File: src/rtl/picc_pkg.sv
// Shared constants and FSM state encoding for the PICC interrupt sequencer.
package picc_pkg;
  localparam int NUM_IRQ = 8;
  localparam int IDX_W   = 3;

  typedef enum logic [1:0] {
    IDLE   = 2'd0,
    ASSERT = 2'd1,
    VECTOR = 2'd2
  } state_e;

  localparam logic [IDX_W-1:0] PRI_NONE = 3'd7;
endpackage

File: src/rtl/picc_ffs8.sv
// Find-first-set encoder: lowest set bit of an 8-bit vector (bit 0 wins), purely combinational.
module picc_ffs8 (
  input  logic [7:0] in_vec,
  output logic [2:0] idx,
  output logic       vld
);
  always_comb begin
    idx = 3'd0;
    vld = |in_vec;
    for (int i = 7; i >= 0; i--) begin
      if (in_vec[i]) idx = 3'(i);
    end
  end
endmodule

File: src/rtl/picc_isr_ctrl.sv
// Interrupt sequencer: IRR latch, fixed-priority nesting, ack/vector handshake, ISR with EOI.
// ir edge -> IRR next edge -> int_o one edge later; vector pulses the cycle after int_ack.
module picc_isr_ctrl #(
  parameter int                 NUM_IRQ  = 8,
  parameter int                 VEC_W    = 8,
  parameter logic [VEC_W-1:0]   VEC_BASE = 8'h20
) (
  input  logic                        clk,
  input  logic                        rst,
  input  logic [NUM_IRQ-1:0]          ir,
  input  logic [NUM_IRQ-1:0]          mask,
  input  logic [NUM_IRQ-1:0]          trig_mode,
  output logic                        int_o,
  input  logic                        int_ack,
  output logic                        vec_valid,
  output logic [VEC_W-1:0]            vec_out,
  output logic                        spurious,
  input  logic                        eoi,
  input  logic                        eoi_specific,
  input  logic [picc_pkg::IDX_W-1:0]  eoi_id,
  output logic [NUM_IRQ-1:0]          isr_o,
  output logic [picc_pkg::IDX_W-1:0]  cur_pri,
  output logic                        in_service
);
  import picc_pkg::*;

  localparam logic [NUM_IRQ-1:0] ONE = {{(NUM_IRQ-1){1'b0}}, 1'b1};

  state_e             state_q, state_d;
  logic [NUM_IRQ-1:0] ir_q, ir_d;
  logic [NUM_IRQ-1:0] irr_q, irr_d;
  logic [NUM_IRQ-1:0] isr_q, isr_d;
  logic               int_o_q, int_o_d;
  logic               vec_valid_q, vec_valid_d;
  logic               spurious_q, spurious_d;
  logic [VEC_W-1:0]   vec_out_q, vec_out_d;

  logic [NUM_IRQ-1:0] cand;
  logic [IDX_W-1:0]   win_idx, isr_idx;
  logic               win_vld, isr_vld, allowed, ack_take;
  logic [NUM_IRQ-1:0] ack_set, eoi_clr, edge_set;

  assign cand = irr_q & mask & ~isr_q;

  picc_ffs8 u_ffs_win (.in_vec(cand),  .idx(win_idx), .vld(win_vld));
  picc_ffs8 u_ffs_isr (.in_vec(isr_q), .idx(isr_idx), .vld(isr_vld));

  assign cur_pri    = isr_vld ? isr_idx : PRI_NONE;
  assign in_service = isr_vld;
  assign isr_o      = isr_q;

  // Nesting: only a strictly higher priority than the current in-service level may interrupt.
  assign allowed  = win_vld && (!isr_vld || (win_idx < cur_pri));
  assign ack_take = (state_q == ASSERT) && int_ack && allowed;
  assign ack_set  = ack_take ? (ONE << win_idx) : '0;

  always_comb begin
    ir_d     = ir;
    edge_set = ir & ~ir_q;
    for (int i = 0; i < NUM_IRQ; i++) begin
      irr_d[i] = trig_mode[i] ? (edge_set[i] | (irr_q[i] & ~ack_set[i])) : ir[i];
    end
  end

  // EOI acts on the pre-ack ISR; the newly acknowledged bit is merged afterwards.
  always_comb begin
    eoi_clr = '0;
    if (eoi) begin
      if (eoi_specific)  eoi_clr = ONE << eoi_id;
      else if (isr_vld)  eoi_clr = ONE << isr_idx;
    end
    isr_d = (isr_q & ~eoi_clr) | ack_set;
  end

  always_comb begin
    state_d     = state_q;
    int_o_d     = int_o_q;
    vec_valid_d = 1'b0;
    spurious_d  = 1'b0;
    vec_out_d   = vec_out_q;
    case (state_q)
      IDLE: begin
        if (allowed) begin
          state_d = ASSERT;
          int_o_d = 1'b1;
        end
      end
      ASSERT: begin
        if (int_ack) begin
          state_d     = VECTOR;
          int_o_d     = 1'b0;
          vec_valid_d = 1'b1;
          if (allowed) begin
            vec_out_d = VEC_BASE + VEC_W'(win_idx);
          end else begin
            vec_out_d  = VEC_BASE + VEC_W'(PRI_NONE);
            spurious_d = 1'b1;
          end
        end else if (!allowed) begin
          state_d = IDLE;
          int_o_d = 1'b0;
        end
      end
      VECTOR: begin
        state_d = IDLE;
      end
      default: begin
        state_d = IDLE;
        int_o_d = 1'b0;
      end
    endcase
  end

  always_ff @(posedge clk) begin
    if (rst) begin
      state_q     <= IDLE;
      ir_q        <= '0;
      irr_q       <= '0;
      isr_q       <= '0;
      int_o_q     <= 1'b0;
      vec_valid_q <= 1'b0;
      spurious_q  <= 1'b0;
      vec_out_q   <= '0;
    end else begin
      state_q     <= state_d;
      ir_q        <= ir_d;
      irr_q       <= irr_d;
      isr_q       <= isr_d;
      int_o_q     <= int_o_d;
      vec_valid_q <= vec_valid_d;
      spurious_q  <= spurious_d;
      vec_out_q   <= vec_out_d;
    end
  end

  assign int_o     = int_o_q;
  assign vec_valid = vec_valid_q;
  assign spurious  = spurious_q;
  assign vec_out   = vec_out_q;
endmodule

File: config.mk
export PLATFORM = sky130hd
export DESIGN_NAME = picc_isr_ctrl
export DESIGN_NICKNAME = d
export VERILOG_FILES = /design/src/rtl/picc_pkg.sv /design/src/rtl/picc_ffs8.sv /design/src/rtl/picc_isr_ctrl.sv
export SDC_FILE = /design/constraint.sdc
export NUM_CORES = 1
export LEC_CHECK = 0
export CORE_ASPECT_RATIO = 1.75
export CORE_MARGIN = 4
export CORE_UTILIZATION = 40
export CTS_CLUSTER_DIAMETER = 30
export DETAILED_ROUTE_END_ITERATION = 12
export GPL_TIMING_DRIVEN = 0
export MAX_ROUTING_LAYER = met4
export PLACE_DENSITY = 0.71
export SYNTH_ARGS = -nofsm -noshare
export SYNTH_HDL_FRONTEND = slang
export SYNTH_SLANG_ARGS = --single-unit
File: constraint.sdc
create_clock -name clk -period 6.3 [get_ports clk]
set_clock_uncertainty 0.1 [all_clocks]
set_input_delay 0.945 -clock clk [delete_from_list [all_inputs] [get_ports clk]]
set_output_delay 0.945 -clock clk [all_outputs]
set_load 0.005 [all_outputs]
==> reports/qor.yml <==
status: "finished clean"
yosys_warnings: 0
cts_tree: "done"
async_flop_share_pct: 0
finalCritPeriodShare_pct: 54.3
num-nets-final: 298
syn2layout_area_growth_pct: 39.5
cp_data_arrival_time_ns: 3.50
worstSetupPathType: "primary input to register"
num_io_pins: 55
clockBufferDepth: 2
slew_violations: 0
postCtsHoldBufs: 0
ant_nets: 0
drive_above_1_share_pct: 9.43
comb_power_share_pct: 19.6
hpwl_mm: 3.81
r2r_slack_ns: 3.40
clkPwrFrac_pct: 38.0
r2r_cells: 11
grt_pass1_vias: 1689
diodes: 0
gr-usage-all-layers_pct: 19.5
synth-edff-count: 0
fin_util_pct: 57.8
finalSetupViolations: 0
die_w_um: 57.5
crit_fanout: 4
via_per_inst: 5.38
routabilityCongestion: 0.910
firstDrtPassIters: 4
start_util_pct: 41.4
p_leak_nw: 0.937
max_clock_freq_mhz: 292
overflow: 0
ys.flop_type: "dfxtp_1"
clk_pin_slew_ns: 0.07
cts_resized: 0
critPathLaunchType: "primary input"
relSlewSlack_pct: 58.8
n_fill_cell: 402
core_mm2: 0.00415
vias: 1689
cp.required_ns: 6.38
htreeDepth: 2
drt-initial-drc-count: 27
tns_ns: 0
p_sw_mw: 0.135
post_cts_buffers: 0
power_frac_seq_pct: 42.4
rsz0062_at_grt: "no"
grt_max_degree: 11
die-area_mm2: 0.00545
io_buffers: 49
die_h_um: 94.7
root_buffer: "clkbuf_8"
min_path_type: "register to register"
grt_pass1_wl_mm: 7.94
clock_sinks: 33
drcViolationCount: 0
numCtsBuffers: 5
worst_pin_slew_ns: 0.614
finalPower_mw: 0.542
avgSynthCellArea_um2: 8.38
avgRoutedWirePerCell_um: 14.8
clk_latency_ns: 0.29
drt-total-wl_mm: 4.66
netSwitchingFraction_pct: 25.0
final-hold-violation-count: 0
cap_violations: 0
whs_path_depth: 2
end_kind: "register"
synth_cell_types: 50
synthCells: 205
fp-row-count: 31
yosysSeqAreaShare_pct: 38.5
ir_drop_uv: 223
layout.cells.non_filler: 314
antenna_found_initial: 0
p_int_mw: 0.407
netlist_area_mm2: 0.00172
min_period_ns: 3.42
dpl.cell_count: 306
cellPowerDensity_mw_per_mm2: 226
synth-seq-cells: 33
==> worst max-delay path, cell delays in order <==
cell	delay, ns
clkdlybuf4s50_1	0.46
and3b_1	0.21
a211oi_1	0.06
o211ai_1	0.34
inv_1	0.15
ha_1	0.20
a21oi_1	0.21
nand2_1	0.07
nand2_1	0.08
a31oi_2	0.06
or3_1	0.45
a41o_1	0.25
==> cell families after synthesis <==
group           after synthesis  synth area share (%)
compound gates               49                  23.3
fa+ha+maj                     2                  1.46
buf+inv                      17                  4.95
other cells                   1                 0.218
simple gates                103                  31.6
flops                        33                  38.5
==> metrics by stage <==
stage / cell area, µm² / worst slack, ns / hold WS (ns)
2_1_floorplan: 1730 / 3.35 / 0.331
3_3_place_gp: 2280 / 2.57 / 0.347
3_5_place_dp: 2280 / 2.57 / 0.356
4_1_cts: 2400 / 2.88 / 0.366
5_1_grt: 2400 / 2.64 / 0.370
6_report: 2400 / 2.88 / 0.363
==> cell usage after synthesis, types with 3 or more instances <==
master | n | area share, %
nand2_1 | 38 | 8.3
nor3_1 | 9 | 2.6
o21a_1 | 3 | 1.3
or2_2 | 3 | 1.1
nor4_1 | 3 | 1.1
nor2b_1 | 10 | 3.6
o21ai_0 | 5 | 1.5
buf_4 | 5 | 2.2
o31ai_1 | 8 | 3.5
inv_1 | 6 | 1.3
o311ai_0 | 3 | 1.5
nor2_1 | 19 | 4.2
a21oi_1 | 6 | 1.7
nand3b_1 | 4 | 1.7
nand2b_1 | 3 | 1.1
a21boi_0 | 3 | 1.3
dfxtp_1 | 33 | 38
and3b_1 | 3 | 1.5
==> cells in the final DEF, fill, tap and decap left out, types with 2 or more instances in the layout <==
cell	netlist	routed
a211oi_1	2	2
a21boi_0	3	3
a21oi_1	6	6
a311oi_1	2	2
a32o_1	2	2
and3b_1	3	3
buf_2	2	2
buf_4	5	5
clkbuf_1	2	3
clkbuf_8	0	6
clkdlybuf4s50_1	0	49
conb_1	1	4
dfxtp_1	33	33
ha_1	2	2
inv_1	6	6
nand2_1	38	38
nand2b_1	3	3
nand3b_1	4	4
nand4b_1	2	2
nor2_1	19	19
nor2b_1	10	10
nor3_1	9	9
nor4_1	3	3
o21a_1	3	3
o21ai_0	5	5
o22ai_1	2	2
o311ai_0	3	3
o31ai_1	8	8
or2_2	3	3
or3_1	2	2
==> cell type report <==
cell class / instances / area, µm² / share of cell area, %
Clock inverter: 1 / 30.0 / 1.25
Multi-Input combinational cell: 158 / 983 / 41.0
Timing Repair Buffer: 49 / 490 / 20.5
Sequential cell: 33 / 661 / 27.6
Inverter: 7 / 26.3 / 1.10
Clock buffer: 7 / 86.3 / 3.60
Tap cell: 49 / 61.3 / 2.56
Buffer: 10 / 58.8 / 2.45
==> flip-flops by register name, indices dropped and copies added, names as in the netlist <==
signal	count
state_q	2
vec_out	4
spurious	1
vec_valid	1
irr_q	8
ir_q	8
isr_o	8
int_o	1
==> power by group through the flow <==
stage          sequential, mW  combinational, mW  clock (mW)
2_1_floorplan           0.233             0.0558           0
3_3_place_gp            0.234              0.105           0
3_5_place_dp            0.234              0.107           0
4_1_cts                 0.230              0.107       0.212
5_1_grt                 0.231              0.119       0.221
6_report                0.230              0.106       0.206
==> layer usage <==
metal | vias to the layer above | wire length, µm | global-route usage, %
li1 | 859 | - | -
met1 | 767 | 1760 | 19.9
met2 | 49 | 2510 | 34.4
met3 | 14 | 191 | 3.42
met4 | 0 | 195 | 11.0
met5 | - | 0 | -
==> worst paths after layout <==
path | start | endpoint
max | mask[4] | irr_q[2]$_SDFF_PP0_
min | irr_q[1]$_SDFF_PP0_ | irr_q[1]$_SDFF_PP0_
max reg2reg | isr_o[4]$_SDFF_PP0_ | irr_q[2]$_SDFF_PP0_
min reg2reg | irr_q[1]$_SDFF_PP0_ | irr_q[1]$_SDFF_PP0_
Note: power is estimated with default switching activity, not from simulation.
